## src/rtl/cpu_pkg.sv

```systemverilog
// Shared definitions for the accumulator CPU control unit: opcodes, FSM states
// and the bit layout of the internal control word.
package cpu_pkg;

  localparam int OPC_W = 4;

  localparam logic [OPC_W-1:0] OP_NOP = 4'h0;
  localparam logic [OPC_W-1:0] OP_LDA = 4'h1;
  localparam logic [OPC_W-1:0] OP_ADD = 4'h2;
  localparam logic [OPC_W-1:0] OP_SUB = 4'h3;
  localparam logic [OPC_W-1:0] OP_STA = 4'h4;
  localparam logic [OPC_W-1:0] OP_LDI = 4'h5;
  localparam logic [OPC_W-1:0] OP_JMP = 4'h6;
  localparam logic [OPC_W-1:0] OP_JZ  = 4'h7;
  localparam logic [OPC_W-1:0] OP_JC  = 4'h8;
  localparam logic [OPC_W-1:0] OP_OUT = 4'hE;
  localparam logic [OPC_W-1:0] OP_HLT = 4'hF;

  typedef enum logic [2:0] {
    S_IDLE = 3'd0,
    S_F0   = 3'd1,
    S_F1   = 3'd2,
    S_F2   = 3'd3,
    S_E0   = 3'd4,
    S_E1   = 3'd5,
    S_E2   = 3'd6,
    S_HALT = 3'd7
  } state_t;

  localparam int CW_IR_LOAD     = 0;
  localparam int CW_PC_INC      = 1;
  localparam int CW_PC_LOAD     = 2;
  localparam int CW_PC_OUT      = 3;
  localparam int CW_MAR_LOAD    = 4;
  localparam int CW_MEM_RD      = 5;
  localparam int CW_MEM_WR      = 6;
  localparam int CW_OPERAND_OUT = 7;
  localparam int CW_A_LOAD      = 8;
  localparam int CW_A_OUT       = 9;
  localparam int CW_B_LOAD      = 10;
  localparam int CW_ALU_OUT     = 11;
  localparam int CW_ALU_SUB     = 12;
  localparam int CW_FLAGS_LOAD  = 13;
  localparam int CW_OUT_LOAD    = 14;
  localparam int CW_HALTED      = 15;
  localparam int CW_W           = 16;

  typedef logic [CW_W-1:0] ctrl_word_t;

endpackage

```

## src/rtl/cpu_cu_decode.sv

```systemverilog
// Combinational decode for the control sequencer: maps (state, opcode, flags, run)
// to the control word and the next FSM state.
module cpu_cu_decode
  import cpu_pkg::*;
#(
  parameter int OPCODE_W       = 4,
  parameter bit START_ON_RESET = 1'b0
) (
  input  state_t              state,
  input  logic [OPCODE_W-1:0] opcode,
  input  logic                flag_z,
  input  logic                flag_c,
  input  logic                run,
  output ctrl_word_t          ctrl,
  output state_t              next_state
);

  // Where every instruction goes once it finishes: straight into the next fetch, or pause.
  state_t done_state;
  assign done_state = run ? S_F0 : S_IDLE;

  always_comb begin
    next_state = state;
    case (state)
      S_IDLE: if (run || START_ON_RESET) next_state = S_F0;
      S_F0:   next_state = S_F1;
      S_F1:   next_state = S_F2;
      S_F2:   next_state = S_E0;
      S_E0: begin
        case (opcode)
          OP_LDA, OP_ADD, OP_SUB, OP_STA: next_state = S_E1;
          OP_HLT:                         next_state = S_HALT;
          default:                        next_state = done_state;
        endcase
      end
      S_E1: begin
        case (opcode)
          OP_ADD, OP_SUB: next_state = S_E2;
          default:        next_state = done_state;
        endcase
      end
      S_E2:   next_state = done_state;
      S_HALT: next_state = S_HALT;
      default: next_state = S_IDLE;
    endcase
  end

  always_comb begin
    ctrl = '0;
    case (state)
      S_F0: begin
        ctrl[CW_PC_OUT]   = 1'b1;
        ctrl[CW_MAR_LOAD] = 1'b1;
      end
      S_F1: begin
        ctrl[CW_MEM_RD]  = 1'b1;
        ctrl[CW_IR_LOAD] = 1'b1;
        ctrl[CW_PC_INC]  = 1'b1;
      end
      S_E0: begin
        case (opcode)
          OP_LDA, OP_ADD, OP_SUB, OP_STA: begin
            ctrl[CW_OPERAND_OUT] = 1'b1;
            ctrl[CW_MAR_LOAD]    = 1'b1;
          end
          OP_LDI: begin
            ctrl[CW_OPERAND_OUT] = 1'b1;
            ctrl[CW_A_LOAD]      = 1'b1;
          end
          OP_JMP: begin
            ctrl[CW_OPERAND_OUT] = 1'b1;
            ctrl[CW_PC_LOAD]     = 1'b1;
          end
          OP_JZ: begin
            ctrl[CW_OPERAND_OUT] = 1'b1;
            ctrl[CW_PC_LOAD]     = flag_z;
          end
          OP_JC: begin
            ctrl[CW_OPERAND_OUT] = 1'b1;
            ctrl[CW_PC_LOAD]     = flag_c;
          end
          OP_OUT: begin
            ctrl[CW_A_OUT]    = 1'b1;
            ctrl[CW_OUT_LOAD] = 1'b1;
          end
          default: ctrl = '0;
        endcase
      end
      S_E1: begin
        case (opcode)
          OP_LDA: begin
            ctrl[CW_MEM_RD] = 1'b1;
            ctrl[CW_A_LOAD] = 1'b1;
          end
          OP_STA: begin
            ctrl[CW_A_OUT]  = 1'b1;
            ctrl[CW_MEM_WR] = 1'b1;
          end
          OP_ADD, OP_SUB: begin
            ctrl[CW_MEM_RD] = 1'b1;
            ctrl[CW_B_LOAD] = 1'b1;
          end
          default: ctrl = '0;
        endcase
      end
      S_E2: begin
        ctrl[CW_ALU_OUT]    = 1'b1;
        ctrl[CW_A_LOAD]     = 1'b1;
        ctrl[CW_FLAGS_LOAD] = 1'b1;
        ctrl[CW_ALU_SUB]    = (opcode == OP_SUB);
      end
      S_HALT: ctrl[CW_HALTED] = 1'b1;
      default: ctrl = '0;
    endcase
  end

endmodule

```

## src/rtl/control_sequencer.sv

```systemverilog
// Fetch/decode/execute control unit for the 8-bit accumulator CPU: state register,
// synchronous reset and fan-out of the decoded control word.
module control_sequencer
  import cpu_pkg::*;
#(
  parameter int OPCODE_W       = 4,
  parameter bit START_ON_RESET = 1'b0
) (
  input  logic                clk,
  input  logic                clear_n,
  input  logic [OPCODE_W-1:0] opcode,
  input  logic                flag_z,
  input  logic                flag_c,
  input  logic                run,
  output logic                ir_load,
  output logic                ir_clear,
  output logic                pc_inc,
  output logic                pc_load,
  output logic                pc_out,
  output logic                mar_load,
  output logic                mem_rd,
  output logic                mem_wr,
  output logic                operand_out,
  output logic                a_load,
  output logic                a_out,
  output logic                b_load,
  output logic                alu_out,
  output logic                alu_sub,
  output logic                flags_load,
  output logic                out_load,
  output logic                halted,
  output logic [2:0]          state_dbg
);

  state_t     state;
  state_t     next_state;
  ctrl_word_t ctrl;

  // clear_n wins over everything, including S_HALT and mid-instruction states.
  always_ff @(posedge clk) begin
    if (!clear_n) state <= S_IDLE;
    else          state <= next_state;
  end

  cpu_cu_decode #(
    .OPCODE_W      (OPCODE_W),
    .START_ON_RESET(START_ON_RESET)
  ) u_decode (
    .state     (state),
    .opcode    (opcode),
    .flag_z    (flag_z),
    .flag_c    (flag_c),
    .run       (run),
    .ctrl      (ctrl),
    .next_state(next_state)
  );

  assign ir_clear    = ~clear_n;
  assign ir_load     = ctrl[CW_IR_LOAD];
  assign pc_inc      = ctrl[CW_PC_INC];
  assign pc_load     = ctrl[CW_PC_LOAD];
  assign pc_out      = ctrl[CW_PC_OUT];
  assign mar_load    = ctrl[CW_MAR_LOAD];
  assign mem_rd      = ctrl[CW_MEM_RD];
  assign mem_wr      = ctrl[CW_MEM_WR];
  assign operand_out = ctrl[CW_OPERAND_OUT];
  assign a_load      = ctrl[CW_A_LOAD];
  assign a_out       = ctrl[CW_A_OUT];
  assign b_load      = ctrl[CW_B_LOAD];
  assign alu_out     = ctrl[CW_ALU_OUT];
  assign alu_sub     = ctrl[CW_ALU_SUB];
  assign flags_load  = ctrl[CW_FLAGS_LOAD];
  assign out_load    = ctrl[CW_OUT_LOAD];
  assign halted      = ctrl[CW_HALTED];
  assign state_dbg   = state;

endmodule

```

## config.mk

```make
export PLATFORM = sky130hd
export DESIGN_NAME = control_sequencer
export DESIGN_NICKNAME = d
export VERILOG_FILES = /design/src/rtl/cpu_pkg.sv /design/src/rtl/cpu_cu_decode.sv /design/src/rtl/control_sequencer.sv
export SDC_FILE = /design/constraint.sdc
export NUM_CORES = 1
export LEC_CHECK = 0
export CORE_MARGIN = 5
export CORE_UTILIZATION = 35
export DETAILED_ROUTE_END_ITERATION = 7
export PLACE_DENSITY = 0.75
export SYNTH_ARGS = -nofsm -noshare
export SYNTH_HDL_FRONTEND = slang
export SYNTH_SLANG_ARGS = --single-unit
export TNS_END_PERCENT = 10
```

## constraint.sdc

```tcl
create_clock -name clk -period 2 [get_ports clk]
set_clock_uncertainty 0.2 [all_clocks]
set_input_delay 0.4 -clock clk [delete_from_list [all_inputs] [get_ports clk]]
set_output_delay 0.4 -clock clk [all_outputs]
set_load 0.02 [all_outputs]
```

* Word-level counts from Yosys, hierarchy flattened
Cells that the tools add are included.
Operators by class: bitwise operators 1, multiplexer cells 24, reduce and logical (&&, ||, !) cells 5, eq/ne operators 18
Operator list (count):
- 3-bit case mux with 8 select lines | 1
- 4-bit by 3-bit == test with 1-bit output, second input constant | 4
- 3-bit == test, second input constant | 4
- 4-bit == test, second input constant | 3
- 1-bit two-way mux | 12
- 2-bit case mux with 2 select lines | 3
- 3-bit two-way mux | 3
- 4-bit by 2-bit == test with 1-bit output, second input constant | 2
- 8-bit OR reduction | 1
- 3-bit by 2-bit == test with 1-bit output, second input constant | 2
- 1-bit case mux with 3 select lines | 2
- 3-bit case mux with 2 select lines | 1
- 4-bit by 1-bit == test with 1-bit output, second input constant | 1
- 4-bit OR reduction | 1
- 3-bit by 1-bit == test with 1-bit output, second input constant | 1
- 3-bit zero test | 1
- 3-bit OR reduction | 1
- 2-bit two-way mux | 1
- 2-bit != test, second input constant | 1
- 1-bit case mux with 2 select lines | 1
- 2-bit OR reduction | 1
- 1-bit inverter | 1
Storage, ports and cells: bits of input ports 9, bits in registers 3

* Longest topological paths before layout
Gate-level depths: netlist (run 1).
depth after elaboration 4, gate-level depth with buffers 5, mapped depth without buffers 4

* Modules after synthesis
A second synthesis (run 1) with hierarchy kept.
Second synthesis, totals: cell total of the unflattened synthesis 70, area, all modules 500.5 sq um
Modules (own cells, without submodules):
- cpu_cu_decode | times used 1, cells an instance 63, area an instance 417.9 sq um
- control_sequencer | times used 1, cells an instance 7, area an instance 82.6 sq um

* Least setup slack after synthesis (run 1)
OpenSTA, ideal clock, no wires.
path type input-to-output, start point in opcode[0], end point out mem_wr, buffers on the path 1, data arrival time 1.615 ns, stages 3, required time 1.400 ns, path slack -0.215 ns, cell sequence buf_2 -> or3b_1 -> nor4_1
Between the ends: longest elaborated chain between the ends 3
RTL lines:
- start: declaration | line control_sequencer.sv:11 | input logic [OPCODE_W-1:0] opcode,
- 4-bit by 3-bit == test with 1-bit output | line cpu_cu_decode.sv:90 | case (opcode)
- 1-bit two-way mux | line cpu_cu_decode.sv:90
- 2-bit case mux with 2 select lines | line cpu_cu_decode.sv:50 | case (state)
- end: declaration | line control_sequencer.sv:22 | output logic mem_wr,
No other way between the ends.

* Final worst setup path (run 1)
start point in opcode[1], end point out pc_load
Between the ends: longest elaborated chain between the ends 3, elaborated cells on any way between the ends 5, classes of those cells eq/ne (3); mux (2)
RTL lines:
- 4-bit == test / 4-bit by 3-bit == test with 1-bit output (equally long branches) | line cpu_cu_decode.sv:61 | case (opcode)
- 1-bit case mux with 3 select lines (*) | line cpu_cu_decode.sv:61
- 1-bit two-way mux (*)
- end: declaration | line control_sequencer.sv:18 | output logic pc_load,
Mark *: on every way between the ends. The rest lies on a longest branch, timed or not.

==> metrics.txt, run 1 <==
worst skew pair latency=0.23 ns; die width=47.1 um; Setup-failing EPs final=1; Pleak=0.513 nW; Routed WL per cell=14.3 um; pre-CTS setup slack=-0.763 ns; Critical Path Slowest Stage Cell=nor4bb_2; met1 Use GR=0.271; main combinational cell family by area after synthesis=simple AND/OR/NAND/NOR gates; worst slew pin tran=0.229 ns; HPWL after detailed placement=1300 um; Avg Inst Size Synth=6.27 um^2; Setup crit end kind=output port; xor-xnor portion of the synthesized cell area=0.0363; Area Overhead vs Synth=110%; failing checks=setup timing; Boundary Pins=29; Crit path required time=1.40 ns; H-tree levels=1; Worst setup SP type=primary input; sequential share of the synthesized area=0.124; Worst EP arrival=1.41 ns; met3 usage in global routing=0.0307; final design utilization=0.781; Final WS setup=-0.00958 ns; ANT nets after route=0; # clock sinks=3; VDD IR max=0.216 mV; CTS tree=built; count leader, synth=nor2_1; RSZ-0062 raised after global routing=yes; Syn. warnings=0; fin crit period=2.01 ns; Hold Slack=0.438 ns; max reg flops=3; status=finished, violations left; Post-DP Area=906 um^2; Worst-path clk slew=0.04 ns; hold wc startpoint=state_dbg[2]; Port Buffers=28; diodes inserted=0; commonest cells in the netlist=nor2_1, nand2_1, o21ai_0; Die H=47.1 um; Final Cycle Share=1.00; post-synthesis compound-gate area fraction=0.249; met2 usage=0.309; highest clock rate=0.498 GHz; PwrDens=354 nW/um^2; crit path kind=in -> out; final hold viol count=0; mux cell area share after synthesis=0.0207; Adder-Cell Fraction of Synth Area=0; Root Driver=clkbuf_4; number of global-route vias before repair=715; CP peak stage delay=0.27 ns; total CTS buffers=3; Synth Net Count=86; synthesized area=483 um^2; grt peak-use layer=met2; die footprint=2220 um^2; Post-synth top flop=dfxtp_1; Post-synth EDFFs=0; final instance area=1020 um^2; #FFs+latches synth=3; max_cap viols=0; Setup TNS=-0.00958 ns; cell count after placement=132; nets@finish=141; row count=13; GRT Total Usage=0.196; 1st-iter DRT viols=19; share of the synthesized area in the top cell type=0.124; Pwr Total=360 uW; worst path cell trace=buf_6, buf_6, buf_6, nor4bb_2, o21bai_1, a21oi_1, buf_4; cell accounting for the most synthesized area=dfxtp_1; post-cts hold buffer count=0; max_slew headroom=0.845; layout cell share with drive strength beyond 1=0.473; worst-path maximum fanout=5; Post-Syn Instances=77; routed vias=781; vias per inst=5.35; most used cell, CP=buf_6; core area=1300 um^2; Post-Route WL=2090 um; initial core utilization=0.371; DRC violations left=0; Layout Cells excl Fill=146; CTS Buffer Depth=2; Pre-antenna DRT Iters=4; global route overflow=0; Post-Synth Simple-Gate Area=0.443; count of cell types in the netlist=33; global-route wire length before repair=3140 um; Pins Over Slew Limit=0; worst reg2reg startpoint=state_dbg[0]; HP Class=reg -> reg; Final GP Congestion=0.863; top cells by area, synth=dfxtp_1, nor2_1, nand2_1, o21ai_0, nor3_1; largest net degree at the start of global routing=11; Post-synth ARST share=0; beginning of the critical path=opcode[1]; antenna violations before repair=0
[layout make-up]
type / count / area (um^2)
repair buffers: 59 / 482
fillers: 100 / 285
inverters: 4 / 15.0
well taps: 15 / 18.8
multi-input cells: 61 / 412
flip-flops and latches: 3 / 62.6
clock buffers: 4 / 26.3
[worst paths after layout]
kind	end	slack, ns	depth (start not counted)
worst max-delay path	pc_load	-0.01	7
worst min-delay path	state_dbg[1]	0.44	3
worst max register to register	state_dbg[2]	0.17	6
worst min register to register	state_dbg[1]	0.44	3
[where the power goes]
| group | leakage, nW | internal (mW) | total, mW | switching [mW] |
|---|---|---|---|---|
| Sequential | 0.0253 | 0.0648 | 0.0716 | 0.00685 |
| Combinational | 0.473 | 0.0952 | 0.186 | 0.0909 |
| Clock | 0.0150 | 0.0745 | 0.102 | 0.0275 |
| Total | 0.513 | 0.234 | 0.360 | 0.125 |
[cells by family (layout without fill, tap and decap cells)]
| kind of cell | after synthesis | count (layout) |
|---|---|---|
| buffers and inverters | 13 | 67 |
| XOR/XNOR | 2 | 2 |
| flip-flops | 3 | 3 |
| multiplexers | 1 | 1 |
| AND/OR/NAND/NOR | 40 | 40 |
| AO/OA/AOI/OAI | 18 | 18 |
[layer usage]
| metal | wire length, um | share of wire |
|---|---|---|
| met2 | 939 | 0.45 |
| met4 | 63 | 0.030 |
| met1 | 904 | 0.43 |
| met3 | 181 | 0.087 |
| met5 | 0 | 0 |
[worst max-delay path, delay by kind of cell]
kind / cells / cell delay, ns
AOI/OAI and AO/OA: 2 / 0.25
and+or+nand+nor: 1 / 0.27
buffers and inverters: 4 / 0.50
[placed cells by master, fill, tap and decap left out, types with 2 or more instances in the layout]
cell / Yosys / layout
a21oi_1: 3 / 3
a31oi_1: 2 / 2
buf_2: 3 / 7
buf_4: 2 / 28
buf_6: 0 / 6
clkbuf_2: 1 / 5
clkbuf_4: 0 / 3
clkdlybuf4s50_1: 0 / 3
dfxtp_2: 0 / 2
dlygate4sd2_1: 0 / 4
dlymetal6s2s_1: 0 / 3
inv_1: 4 / 4
nand2_1: 7 / 6
nand2b_1: 3 / 3
nand4b_1: 2 / 2
nor2_1: 14 / 13
nor3_1: 4 / 3
nor4_2: 0 / 2
o21ai_0: 5 / 2
o21ai_1: 0 / 3
o21bai_1: 2 / 2
[repair_timing]
action,in CTS,in global routing
buffers inserted,7,2
gates resized for setup,75,28
setup endpoints to repair,21,16
pin swaps,6,6
cloned,1,0
hold endpoints to repair,0,0
Note: power is estimated with default switching activity, not from simulation.
==> inputs of run 2 (changes only) <==
--- a/config.mk
+++ b/config.mk
@@ -6,9 +6,9 @@
 export NUM_CORES = 1
 export LEC_CHECK = 0
 export CORE_MARGIN = 5
-export CORE_UTILIZATION = 35
+export CORE_UTILIZATION = 36
 export DETAILED_ROUTE_END_ITERATION = 7
-export PLACE_DENSITY = 0.75
+export PLACE_DENSITY = 0.78
 export SYNTH_ARGS = -nofsm -noshare
 export SYNTH_HDL_FRONTEND = slang
 export SYNTH_SLANG_ARGS = --single-unit
==> metrics.txt, run 2 (synthesis results as in run 1) <==
max_slew headroom=0.854 (+0.00893); status=finished, violations left; worst path cell trace=clkdlybuf4s50_1, nor4bb_4, o21bai_1, a21oi_1, buf_4; highest clock rate=0.483 GHz (-2.9%); Worst setup SP type=primary input; FF+latch area=63.8 um^2 (+2.0%); Setup-failing EPs final=1 (unchanged); internal power=228 uW (-2.6%); number of global-route vias before repair=702 (-1.8%); r2r worst-path depth=5 (-1); Final GP Congestion=0.856 (-0.81%); Post-Route WL=2000 um (-4.1%); Comb pwr share=0.486 (-0.031); Die H=46.6 um (-1.1%); DRC violations left=0 (unchanged); Port Buffers=28 (unchanged); Critical Path Slowest Stage Cell=clkdlybuf4s50_1; max reg flops=3 (unchanged); most frequent cells in the layout=buf_4, nor2_1, nand2_1, clkbuf_2, clkdlybuf4s50_1; initial core utilization=0.376 (+0.00470); CTS Buffer Depth=2 (unchanged); VDD IR max=0.468 mV (+120%); Sw Pwr=134 uW (+6.8%); HP Class=reg -> reg; Pwr Total=362 uW (+0.68%); Flop pwr share=0.202 (+0.003); RSZ-0062 raised after global routing=yes; footprint of the multi-input gates=424 um^2 (+3.0%); final hold viol count=0 (unchanged); vias per inst=5.26 (-1.8%); Crit path required time=1.40 ns (about the same); routed vias=762 (-2.4%); core area=1280 um^2 (-1.3%); Pleak=0.465 nW (-9.4%); antenna violations before repair=0 (unchanged); final instance area=986 um^2 (-3.0%); worst reg2reg startpoint=state_dbg[0]; CP peak stage delay=0.46 ns (+0.19 ns); layout cell share with drive strength beyond 1=0.485 (+0.0113); PwrDens=367 nW/um^2 (+3.7%); failing checks=setup timing; Final Cycle Share=1.03 (+0.0301); Fill cells=110 (+10%); H-tree levels=1 (unchanged); clock group share of total power=0.312 (+0.028); 1st-iter DRT viols=27 (+8); Switching Fraction=0.369 (+0.0211); global route overflow=0 (unchanged); Area Overhead vs Synth=104%; Worst-path clk slew=0.04 ns (about the same); most common cell after layout, fill and taps aside=buf_4; global-route wire length before repair=3080 um (-2.0%); reg2reg end=state_dbg[2]; Setup crit end kind=output port; r2r setup slk=0.26 ns (+0.09 ns); Pins Over Slew Limit=0 (unchanged); Post-DP Area=966 um^2 (+6.6%); fin crit period=2.07 ns (+0.0602 ns); die footprint=2170 um^2 (-2.2%); GRT Total Usage=0.197 (+0.000730); Worst Setup EP=pc_load; die width=46.6 um (-1.1%); Worst EP arrival=1.47 ns (+0.06 ns); Routed WL per cell=13.8 um (-3.4%); Final WS setup=-0.0698 ns (-0.0602 ns); CTS tree=built; Pre-antenna DRT Iters=4 (unchanged); diodes inserted=0 (unchanged); Root Driver=clkbuf_4; nets@finish=140 (-0.71%); total CTS buffers=3 (unchanged); worst slew pin tran=0.219 ns (-0.0108 ns); row count=13 (unchanged); beginning of the critical path=flag_c; ANT nets after route=0 (unchanged); worst-path maximum fanout=1 (-4); crit path kind=in -> out; worst skew pair latency=0.24 ns (about the same); HPWL after detailed placement=1580 um (+21%); largest net degree at the start of global routing=10 (-1); # clock sinks=3 (unchanged); Boundary Pins=29 (unchanged); max_cap viols=0 (unchanged)
run 2: changes by cell type in the layout (fill, tap and decap cells not counted), moves of 3 or more:
| cell | delta |
|---|---|
| clkdlybuf4s50_1 | +3 |
| dlymetal6s2s_1 | -3 |
| buf_4 | +5 |
| buf_6 | -4 |
run 2: routing by layer:
layer / global-route usage / part of all wire / vias up / routed length (um)
met1: 0.252 / 0.41 / 357 / 822
met4: 0.0221 / 0 / 0 / 0
li1: - / - / 382 / -
met5: 0 / 0 / - / 0
met2: 0.343 / 0.54 / 23 / 1080
met3: 0.0469 / 0.051 / 0 / 102
run 2: area by class of cell:
| type | count | area share |
|---|---|---|
| clock buffers | 4 | 0.0266 |
| inverters | 4 | 0.0152 |
| multi-input cells | 61 | 0.430 |
| flip-flops and latches | 3 | 0.0647 |
| well taps | 15 | 0.0190 |
| repair buffers | 58 | 0.444 |
run 2: how the worst min path moves through the flow:
stage / cells after the start / from / endpoint
finish: 2 / state_dbg[2] / state_dbg[0]
global route: 2 / state_dbg[2] / state_dbg[0]
detailed placement: 2 / state_dbg[2] / state_dbg[0]
CTS: 2 / state_dbg[2] / state_dbg[0]
floorplan: 2 / clear_n / state_dbg[0]
global placement: 2 / state_dbg[2] / state_dbg[0]
run 2: worst max-delay path, delay by kind of cell:
| kind | cells | cell delay [ns] |
|---|---|---|
| AOI/OAI and AO/OA | 2 | 0.25 |
| and+or+nand+nor | 1 | 0.19 |
| buffers and inverters | 2 | 0.63 |
run 2: power groups by stage:
| stage | logic (mW) | clock network, mW | registers, mW |
|---|---|---|---|
| floorplan | 0.0785 | 0 | 0.0739 |
| global placement | 0.167 | 0 | 0.0730 |
| detailed placement | 0.172 | 0 | 0.0736 |
| CTS | 0.168 | 0.117 | 0.0736 |
| global route | 0.187 | 0.129 | 0.0746 |
| finish | 0.176 | 0.113 | 0.0733 |
run 2: timing repair:
item | in CTS | in global routing
hold buffers | 0 | 0
endpoints found under the setup margin | 19 | 15
buffers inserted | 0 | 1
resized for setup | 73 | 23
cloned | 0 | 0
pin swaps | 3 | 4
run 2: through the flow:
step	cells	utilization	setup WS (ns)	hold slack (ns)	setup TNS (ns)
finish	145	0.767	-0.0698	0.445	-0.0698
global route	145	0.767	-0.125	0.492	-0.288
CTS	144	0.769	-0.0879	0.452	-0.0996
detailed placement	140	0.752	-0.799	0.503	-8.24
global placement	140	0.752	-0.718	0.487	-7.59
floorplan	77	-	-0.0532	0.344	-0.0577
==> inputs of run 3 (changes only) <==
--- a/config.mk
+++ b/config.mk
@@ -8,6 +8,7 @@
 export CORE_MARGIN = 5
 export CORE_UTILIZATION = 36
 export DETAILED_ROUTE_END_ITERATION = 7
+export GPL_TIMING_DRIVEN = 0
 export PLACE_DENSITY = 0.78
 export SYNTH_ARGS = -nofsm -noshare
 export SYNTH_HDL_FRONTEND = slang
==> metrics.txt, run 3 (synthesis results as in run 1) <==
Worst-path clk slew=0.03 ns (about the same); fin crit period=1.97 ns (-0.100 ns); Layout Cells excl Fill=131 (-9.7%); Port Buffers=28 (unchanged); hold wc startpoint=state_dbg[0]; number of global-route vias before repair=678 (-3.4%); CTS Buffer Depth=2 (unchanged); Crit path required time=1.40 ns (about the same); layout cell share with drive strength beyond 1=0.388 (-0.0967); diodes inserted=0 (unchanged); Root Driver=clkbuf_4; nets@finish=126 (-10%); 1st-iter DRT viols=19 (-30%); Flop pwr share=0.212 (+0.010); worst reg2reg startpoint=state_dbg[0]; DRC violations left=0 (unchanged); crit path kind=in -> out; Setup-failing EPs final=0 (-1); PwrDens=373 nW/um^2 (+1.6%); Worst EP arrival=1.37 ns (-0.10 ns); Area Overhead vs Synth=91.2%; Post-Route WL=1810 um (-9.6%); initial core utilization=0.376 (unchanged); Boundary Pins=29 (unchanged); post-cts hold buffer count=0 (unchanged); antenna violations before repair=0 (unchanged); worst path cell trace=clkbuf_2, clkbuf_8, nor4bb_4, o21bai_1, a21oi_1, buf_4; # clock sinks=3 (unchanged); max_slew headroom=0.803 (-0.0506); RSZ-0062 raised after global routing=yes; r2r setup slk=0.37 ns (+0.11 ns); crit-path leading delay family=buffers and inverters; total CTS buffers=3 (unchanged); cell count after placement=120 (-14%); Final GP Congestion=0.784 (-8.4%); vias per inst=5.38 (+2.4%); HPWL after detailed placement=1190 um (-24%); internal power=220 uW (-3.8%); GRT Total Usage=0.185 (-0.0124); Hold EP=state_dbg[1]; Setup TNS=0 ns (+0.0698 ns); status=finished clean; global-route wire length before repair=2930 um (-4.7%); H-tree levels=1 (unchanged); hold path cells=2 (unchanged); largest net degree at the start of global routing=11 (+1); Pleak=0.425 nW (-8.6%); highest clock rate=0.508 GHz (+5.1%); Routed WL per cell=13.8 um (about the same); Switching Fraction=0.362 (-0.00694); Post-DP Area=795 um^2 (-18%); CP peak stage delay=0.27 ns (-0.19 ns); Hold Slack=0.388 ns (-0.0564 ns); CTS tree=built; Final Cycle Share=0.985 (-0.0502); die footprint=2170 um^2 (unchanged); r2r worst-path depth=4 (-1); worst-path maximum fanout=5 (+4); WP buf/inv=3 (+1); Worst setup SP type=primary input; worst skew pair latency=0.24 ns (about the same); Pins Over Slew Limit=0 (unchanged); row count=13 (unchanged); Comb pwr share=0.478 (-0.008); routed vias=705 (-7.5%); global route overflow=0 (unchanged); ANT nets after route=0 (unchanged); worst slew pin tran=0.292 ns (+0.0735 ns); Pre-antenna DRT Iters=4 (unchanged); die width=46.6 um (unchanged); HP Class=reg -> reg; reg2reg end=state_dbg[2]; final instance area=923 um^2 (-6.3%); VDD IR max=0.383 mV (-18%); most frequent cells in the layout=buf_4, nor2_1, nand2_1, buf_2, dlygate4sd2_1; max_cap viols=0 (unchanged); final hold viol count=0 (unchanged); max reg flops=3 (unchanged); Setup crit end kind=output port; Critical Path Slowest Stage Cell=nor4bb_4; clock group share of total power=0.310 (-0.002); core area=1280 um^2 (unchanged); Sw Pwr=125 uW (-6.6%); Die H=46.6 um (unchanged)
==> run 3: metrics by stage <==
step	utilization	power [mW]	worst slack (ns)
final	0.719	0.345	0.0306
after global routing	0.719	0.372	-0.0425
after CTS	0.697	0.337	-0.0854
after detailed placement	0.618	0.210	-0.940
after global placement	0.618	0.209	-0.941
after floorplan	-	0.152	-0.0532
==> run 3: how the worst max path moves through the flow <==
stage	from	endpoint	slack (ns)	cells past startpoint
6_report	opcode[3]	pc_load	0.03	6
5_1_grt	state_dbg[0]	alu_sub	-0.04	5
4_1_cts	flag_c	pc_load	-0.09	5
3_5_place_dp	opcode[3]	pc_load	-0.94	6
3_3_place_gp	opcode[3]	pc_load	-0.94	6
2_1_floorplan	state_dbg[0]	mem_rd	-0.05	3
==> run 3: area by class of cell <==
type / count / area [um^2]
flip-flops and latches: 3 / 65.1
well taps: 15 / 18.8
clock buffers: 4 / 26.3
inverters: 4 / 15.0
repair buffers: 35 / 277
fillers: 102 / 362
plain buffers: 9 / 98.8
multi-input cells: 61 / 423
==> run 3: metal layers <==
metal  wire [um]  GRT usage  up-vias  part of all wire
li1            -          -      357                 -
met1         784      0.234      320              0.43
met2         880      0.294       26              0.49
met3         123     0.0547        2             0.068
met4          21     0.0663        0             0.012
met5           0          0        -                 0
==> run 3: power groups by stage <==
| stage | Sequential (mW) | Clock [mW] | Combinational (mW) |
|---|---|---|---|
| floorplan | 0.0739 | 0 | 0.0785 |
| global placement | 0.0709 | 0 | 0.138 |
| detailed placement | 0.0709 | 0 | 0.139 |
| CTS | 0.0713 | 0.112 | 0.155 |
| global route | 0.0740 | 0.121 | 0.177 |
| finish | 0.0731 | 0.107 | 0.165 |
==> run 3: repair_timing <==
item                                    in CTS  in global routing
cloned                                       2                  0
endpoints found under the setup margin      17                 14
buffers inserted                             5                  0
pin swaps                                    4                  4
hold endpoints to repair                     0                  0
resized for setup                           86                 17
==> run 3: worst reg2reg max path: stages, from the launching register on <==
cell and delay (ns):
dfxtp_4 0.37, and4b_1 0.25, a21oi_1 0.06, or4b_1 0.48
a31oi_1 0.20
